<file path="config.mk">
export PLATFORM = sky130hd
export DESIGN_NAME = pipeline_hazard_ctrl
export DESIGN_NICKNAME = d
export VERILOG_FILES = /design/src/rtl/pipeline_hazard_ctrl_pkg.sv /design/src/rtl/pipeline_hazard_ctrl_md_countdown.sv /design/src/rtl/pipeline_hazard_ctrl.sv
export SDC_FILE = /design/constraint.sdc
export NUM_CORES = 1
export LEC_CHECK = 0
export ABC_AREA = 1
export BUFFER_PORTS_ARGS = -buffer_cell sky130_fd_sc_hd__buf_4
export CAP_MARGIN = 20
export CORE_MARGIN = 2
export CORE_UTILIZATION = 50
export CTS_BUF_LIST = sky130_fd_sc_hd__clkbuf_4 sky130_fd_sc_hd__clkbuf_8
export CTS_CLUSTER_SIZE = 30
export DETAILED_ROUTE_END_ITERATION = 12
export PLACE_DENSITY = 0.84
export SYNTH_ARGS = -nofsm -noshare
export SYNTH_HDL_FRONTEND = slang
export SYNTH_SLANG_ARGS = --single-unit
</file>
<file path="constraint.sdc">
create_clock -name clock -period 2.02 [get_ports clock]
set_clock_uncertainty 0.1 [all_clocks]
set_input_delay 0.101 -clock clock [delete_from_list [all_inputs] [get_ports clock]]
set_output_delay 0.101 -clock clock [all_outputs]
set_load 0.01 [all_outputs]
</file>
<file path="src/rtl/pipeline_hazard_ctrl_pkg.sv">
`default_nettype none
//============================================================================
// Module      : pipeline_hazard_ctrl_pkg
// Description : Shared constants for the hazard/stall sequencer: opcode and
//               ALU-op encodings, sequencer state encoding and a mult/div
//               decode helper.
// Ports       : none (package)
// Revision    : 1.0 - initial release
//============================================================================
package pipeline_hazard_ctrl_pkg;

   localparam logic [4:0] OP_RTYPE = 5'b00000;
   localparam logic [4:0] OP_LW    = 5'b01000;
   localparam logic [4:0] ALU_MUL  = 5'b00110;
   localparam logic [4:0] ALU_DIV  = 5'b00111;

   typedef enum logic [0:0] {
      ST_RUN     = 1'b0,
      ST_MD_BUSY = 1'b1
   } state_e;

   // True when the D/X instruction must be handed to the mult/div unit.
   function automatic logic is_md_op(input logic [4:0] opcode,
                                     input logic [4:0] alu_op);
      return (opcode == OP_RTYPE) && ((alu_op == ALU_MUL) || (alu_op == ALU_DIV));
   endfunction

endpackage
`default_nettype wire

</file>
<file path="src/rtl/pipeline_hazard_ctrl_md_countdown.sv">
`default_nettype none
//============================================================================
// Module      : md_countdown
// Description : Loadable down-counter with zero flag, tracking the remaining
//               mult/div latency. Load has priority over decrement; the
//               counter stops at zero.
// Ports       : clock, reset (async, active-high)
//               load/load_val - load a new count
//               dec           - decrement by one (ignored at zero)
//               zero          - count is zero
// Revision    : 1.0 - initial release
//============================================================================
module md_countdown #(
   parameter int W = 5
) (
   input  logic         clock,
   input  logic         reset,
   input  logic         load,
   input  logic [W-1:0] load_val,
   input  logic         dec,
   output logic         zero
);

   logic [W-1:0] count_q;
   logic [W-1:0] count_d;

   always_comb begin
      count_d = count_q;
      if (load) begin
         count_d = load_val;
      end else if (dec && (count_q != '0)) begin
         count_d = count_q - W'(1);
      end
   end

   always_ff @(posedge clock or posedge reset) begin
      if (reset) begin
         count_q <= '0;
      end else begin
         count_q <= count_d;
      end
   end

   assign zero = (count_q == '0);

endmodule
`default_nettype wire

</file>
<file path="src/rtl/pipeline_hazard_ctrl.sv">
`default_nettype none
//============================================================================
// Module      : pipeline_hazard_ctrl
// Description : Hazard and stall sequencer for the 5-stage core. Generates
//               PC / F/D / D/X enables, F/D flush and D/X bubble for
//               taken-branch flushes, load-use stalls and the multi-cycle
//               mult/div hold. Counts stalled cycles (saturating).
// Ports       : clock, reset (async, active-high)
//               fd_opcode, fd_rs, fd_rt           - F/D instruction fields
//               dx_opcode, dx_rd, dx_aluOp        - D/X instruction fields
//               branch_taken                      - taken branch from EX
//               pc_enable, fd_enable, fd_flush,
//               dx_enable, dx_bubble              - pipeline latch controls
//               md_start, md_busy                 - mult/div handshake
//               stall_cycles                      - cycles with pc_enable=0
// Revision    : 1.0 - initial release
//============================================================================
module pipeline_hazard_ctrl
   import pipeline_hazard_ctrl_pkg::*;
#(
   parameter int MD_CYCLES   = 32,
   parameter int STALL_CNT_W = 16
) (
   input  logic                   clock,
   input  logic                   reset,
   input  logic [4:0]             fd_opcode,
   input  logic [4:0]             fd_rs,
   input  logic [4:0]             fd_rt,
   input  logic [4:0]             dx_opcode,
   input  logic [4:0]             dx_rd,
   input  logic [4:0]             dx_aluOp,
   input  logic                   branch_taken,
   output logic                   pc_enable,
   output logic                   fd_enable,
   output logic                   fd_flush,
   output logic                   dx_enable,
   output logic                   dx_bubble,
   output logic                   md_start,
   output logic                   md_busy,
   output logic [STALL_CNT_W-1:0] stall_cycles
);

   localparam int             CNT_W   = $clog2(MD_CYCLES);
   localparam logic [CNT_W-1:0] MD_LOAD = CNT_W'(MD_CYCLES - 1);

   state_e                 state_q;
   state_e                 state_d;
   logic [STALL_CNT_W-1:0] stall_cycles_q;
   logic [STALL_CNT_W-1:0] stall_cycles_d;
   logic                   md_load;
   logic                   md_dec;
   logic                   md_zero;
   logic                   load_use;

   // F/D opcode does not qualify the hazard: any source field match against
   // a pending load stalls, which is conservative but always safe.
   logic unused_fd_opcode;
   assign unused_fd_opcode = ^fd_opcode;

   assign load_use = (dx_opcode == OP_LW) && (dx_rd != 5'd0) &&
                     ((dx_rd == fd_rs) || (dx_rd == fd_rt));

   md_countdown #(
      .W (CNT_W)
   ) u_md_countdown (
      .clock    (clock),
      .reset    (reset),
      .load     (md_load),
      .load_val (MD_LOAD),
      .dec      (md_dec),
      .zero     (md_zero)
   );

   always_comb begin
      pc_enable = 1'b1;
      fd_enable = 1'b1;
      fd_flush  = 1'b0;
      dx_enable = 1'b1;
      dx_bubble = 1'b0;
      md_start  = 1'b0;
      md_busy   = 1'b0;
      md_load   = 1'b0;
      md_dec    = 1'b0;
      state_d   = state_q;
      // While reset is held the controls show their idle values even if a
      // mul/div still sits in D/X, so an aborted sequence releases at once.
      if (!reset) begin
         unique case (state_q)
            ST_RUN: begin
               if (branch_taken) begin
                  fd_flush  = 1'b1;
                  dx_bubble = 1'b1;
               end else if (is_md_op(dx_opcode, dx_aluOp)) begin
                  pc_enable = 1'b0;
                  fd_enable = 1'b0;
                  dx_enable = 1'b0;
                  md_start  = 1'b1;
                  md_load   = 1'b1;
                  state_d   = ST_MD_BUSY;
               end else if (load_use) begin
                  pc_enable = 1'b0;
                  fd_enable = 1'b0;
                  dx_bubble = 1'b1;
               end
            end
            ST_MD_BUSY: begin
               pc_enable = 1'b0;
               fd_enable = 1'b0;
               dx_enable = 1'b0;
               md_busy   = 1'b1;
               if (md_zero) begin
                  // Retire the mul/div from D/X so it is not reissued.
                  dx_enable = 1'b1;
                  dx_bubble = 1'b1;
                  state_d   = ST_RUN;
               end else begin
                  md_dec = 1'b1;
               end
            end
            default: state_d = ST_RUN;
         endcase
      end
   end

   always_comb begin
      stall_cycles_d = stall_cycles_q;
      if (!pc_enable && (stall_cycles_q != '1)) begin
         stall_cycles_d = stall_cycles_q + STALL_CNT_W'(1);
      end
   end

   always_ff @(posedge clock or posedge reset) begin
      if (reset) begin
         state_q        <= ST_RUN;
         stall_cycles_q <= '0;
      end else begin
         state_q        <= state_d;
         stall_cycles_q <= stall_cycles_d;
      end
   end

   assign stall_cycles = stall_cycles_q;

endmodule
`default_nettype wire

</file>
==> Yosys cells after proc, flatten, opt, wreduce, memory -nomap -nowiden <==
Cells that the tools add are included.
{ "totals": {"reg_bits": 22} }
{ "op_classes": {"reduce_logical": 13, "n_mux": 30, "bitwise_logic": 1, "eq_ne": 6, "n_addsub": 2} }
{ "op_table": {"columns": ["operator", "n"], "rows": [
  ["1-bit two-way mux", 24],
  ["16-bit by 1-bit adder with 16-bit output (second input constant)", 1],
  ["16-bit inequality test (second input constant)", 1],
  ["5-bit by 3-bit equality test with 1-bit output (second input constant)", 2],
  ["5-bit equality test", 2],
  ["5-bit zero test", 2],
  ["5-bit two-way mux", 2],
  ["5-bit nonzero test", 2],
  ["1-bit one-hot mux with 2 select lines", 4],
  ["5-bit by 4-bit equality test with 1-bit output (second input constant)", 1],
  ["1-bit logical AND", 5],
  ["5-bit by 1-bit subtractor with 5-bit output (second input constant)", 1],
  ["1-bit logical OR", 2],
  ["2-bit nonzero test", 1],
  ["1-bit zero test", 1],
  ["1-bit inverter", 1]
]} }

==> Longest topological paths before layout <==
{ "depth": {"depth_word": 10, "ltp_mapped": 12, "depth_no_buf": 11} }

==> Cells and area by module <==
Synthesis repeated with hierarchy kept, for this count alone.
{ "hier_totals": {"cells_unflattened": 254, "hier_area_um2": 1793.0} }
{ "modules_own_cells": {"columns": ["mod", "cells_each", "area_per_inst_um2", "n_inst"], "rows": [
  ["pipeline_hazard_ctrl", 205, 1447.6, 1],
  ["md_countdown", 49, 345.3, 1]
]} }

==> Worst setup path after synthesis <==
Ideal clock, no wire load.
{ "synth_path": {"path_type": "flip-flop to flip-flop", "from": "reg stall_cycles_q[0] (netlist: stall_cycles[0])", "to": "reg stall_cycles_q[6] (netlist: stall_cycles[6])", "n_path_buf": 1, "stages_incl_launch_ff": 10, "arrival_ps": 1587, "setup_slack_ps": 215, "path_cell_list": "dfrtp_1 ha_1 nand3_2 nor2_4 nand3_4 nor3_4 nand2_4 buf_2 nand3_1 nand2_1"} }
{ "synth_between": {"elab_chain_cells": 2} }
{ "synth_lines": {"columns": ["element", "line", "rtl"], "rows": [
  ["start, declared", "pipeline_hazard_ctrl.sv:48", "logic [STALL_CNT_W-1:0] stall_cycles_q;"],
  ["start signal, assigned", "pipeline_hazard_ctrl.sv:138", "stall_cycles_q <= stall_cycles_d;"],
  ["branches (longest 2 deep; another with 16-bit by 1-bit adder with 16-bit output)", null, null]
]} }
Several ways; the timed one is not identified.
A chain may end at the register's enable or synchronous reset.

==> Worst setup path in the final report <==
{ "layout_path": {"from": "reg stall_cycles_q[1] (netlist: stall_cycles[1])", "to": "reg stall_cycles_q[3] (netlist: stall_cycles[3])"} }
Same word-level chain as after synthesis.

==> flow_summary.ini <==
[outcome]
status = finished clean

[sta]
whs_ns = 0.119
tightest_slew_ns = 0.676
finalMaxSlewViolations = 0
finalHoldViolations = 0
min_period_ns = 1.95
slew_headroom_pct = 54.6
max_freq_ghz = 0.513
setup_viol = 0
setup_tns_ns = 0
finalCritPeriodShare_pct = 96.6

[logic_synthesis]
async_reset_ff_share_pct = 100
synth.avg_cell_area_um2 = 6.67
ys_warn_count = 0
synth_seq_cells = 22
ys_dominant_reg_cell = dfrtp_1
synthAdderAreaFrac_pct = 2.27
synth_common_cells = nand2_1 (83), nand3_1 (35), inv_1 (30)
synth_compound_area_share_pct = 2.65
synthSimpleGateAreaFrac_pct = 43.8
synth_edf_count = 0
syn_area_um2 = 1660
synth_mux_area_share_pct = 0
yosysTopAreaCell = dfrtp_1
synth_most_common_cell = nand2_1
ys_seq_area_share_pct = 33.3
synth_top_cells_by_area = dfrtp_1 (33%), nand2_1 (19%), nand3_1 (11%)
synth_top_family_by_area = simple AND/OR/NAND/NOR gates
synthesis.nets = 284
synth-xor-area-share_pct = 8.47
synth_top_area_share_pct = 33.3
netlist_instances = 248
synth_cell_types = 25

[floorplan]
boundaryPins = 56
die-area_um2 = 3790
fp.dieW_um = 61.5
die_h_um = 61.5
initial_core_util_pct = 53.3
rows = 20
design.core.area_um2 = 3100

[worst_setup_path]
cp_slowest_cell = dfrtp_1
arrival_ns = 2.07
crit_path_max_incr_delay_ns = 0.44
r2r_end = stall_cycles[3]
cp_common_cell = nand3_4
cp.required_ns = 2.14
regToRegSetupSlack_ns = 0.07
crit_chain = ha_4 > nand3_4 > nor2_4 > nand3_4 > nor3_4 > nand2_2 > nand3_1 > nand2_1
reg2reg_depth = 8
path_class = flop to flop
crit_path_end_kind = flop
worstPathMaxFanout = 8
critPathTopFamily = simple AND/OR/NAND/NOR gates
worst_setup_path_start_kind = flop
reg2reg_from = stall_cycles[1]
worst-path-buf-inv = 0

[placement]
port_buffers = 50
place_hpwl_mm = 2.93
place.gp.congestion = 0.816

[pwr]
vdd_drop_max_mv = 0.525
p_leak_nw = 1.21
power_density_nw_per_um2 = 656

[routing]
drt-total-wl_mm = 4.33
vias = 1770
drt_pass1_iterations = 4
avgRoutedWirePerCell_um = 12.3
post-route-drc-count = 0
viasPerCell = 5.01
drtIter0Drc = 89
final_antenna_net_count = 0

[clock_network]
clkTransAtPathRegs_ns = 0.13
clockBufferDepth = 2
cts_sinks = 22
clk_latency_ns = 0.32
clockRootBuffer = clkbuf_4
cts-htree-levels = 1
cts_tree = built
cts_made_buffers = 3

[global_routing]
grt_util_all_layers_pct = 22.4
grt_pass1_wl_mm = 6.28
antenna_found_initial = 0
grt_pass1_vias = 1535
grt_overflow = 0
grt_start_max_net_pins = 22

[min_path]
hold_start = dx_aluOp[4]
min_path_cells = 8
hold_class = input port to flop
whs_endpoint = u_md_countdown.count_q[4]

[layout]
diodes = 0
fin_nets = 346
drive_gt1_share_pct = 24.6
areaGrowthSynthToFinish_pct = 33.3

[run]
cap_violations = 0
## flip-flops by register name (all words and copies together) (netlist names)
name	flops
state_q	1
stall_cycles	16
u_md_countdown.count_q	5
## cells by family after synthesis
| family | after synthesis |
|---|---|
| xor+xnor | 16 |
| fa+ha+maj | 3 |
| simple gates | 161 |
| flops | 22 |
| buf+inv | 38 |
| compound gates | 8 |
## per-stage QoR
| stage | total power [mW] | util, % | setup WS [ns] | instance area [um^2] | cells |
|---|---|---|---|---|---|
| floorplan | 0.925 | - | 0.215 | 1660 | 248 |
| global placement | 1.11 | 66.9 | 0.169 | 2080 | 341 |
| detailed placement | 1.14 | 66.9 | 0.117 | 2080 | 341 |
| CTS | 1.39 | 68.4 | 0.0801 | 2120 | 346 |
| global route | 1.57 | 71.1 | -0.0714 | 2210 | 353 |
| finish | 1.45 | 71.1 | 0.0695 | 2210 | 353 |
## area by class of cell
cell class,count,area [um^2]
multi-input combinational,191,998
fill,288,897
sequential,22,551
timing repair buffer,58,438
inverter,34,128
tap,44,55.1
clock buffer,4,36.3
## worst min-delay path, cell delays in order
cell     delay [ns]
buf_4          0.08
a21oi_1        0.03
nand3_1        0.07
nor2_1         0.04
nand2_1        0.05
nand2_1        0.04
nand2_1        0.05
nand2_1        0.04
## how the worst max path moves through the flow
stage / slack [ns] / to / cells past startpoint / from
final: 0.07 / stall_cycles[3] / 8 / stall_cycles[1]
after floorplan: 0.22 / stall_cycles[6] / 9 / stall_cycles[0]
after global placement: 0.17 / stall_cycles[9] / 9 / stall_cycles[1]
after global routing: -0.07 / stall_cycles[13] / 8 / stall_cycles[1]
after CTS: 0.08 / stall_cycles[3] / 9 / stall_cycles[1]
after detailed placement: 0.12 / stall_cycles[14] / 9 / stall_cycles[1]
## report_power, final
group	internal, mW	total, mW	switching, mW
registers	0.522	0.604	0.0822
clock network	0.110	0.252	0.142
logic	0.269	0.590	0.321
total	0.901	1.45	0.545
## what timing repair did
item | in CTS | in global routing
endpoints found under the hold margin | 22 | 0
buffers inserted | 0 | 4
gates resized for setup | 0 | 4
hold buffers | 1 | 0
setup endpoints to repair | 0 | 15
## placed cells by master (no fill, tap or decap), types with 2 or more instances in the layout
cell,n
nand2_1,83
buf_4,57
nand3_1,35
inv_1,30
nor2_1,26
dfrtp_1,22
xor2_1,9
xnor2_1,7
nor3_1,5
nand4_1,5
inv_2,4
nand2_2,3
o21ai_0,3
clkbuf_4,3
o21ai_1,2
nand3_4,2
nand2_4,2
ha_1,2
## per-layer routing
metal | track usage (%) | wire length (um)
met2 | 37.1 | 2030
met4 | 8.21 | 70
met5 | 0 | 0
met1 | 28.9 | 1950
met3 | 4.41 | 283
Note: power is estimated with default switching activity, not from simulation.
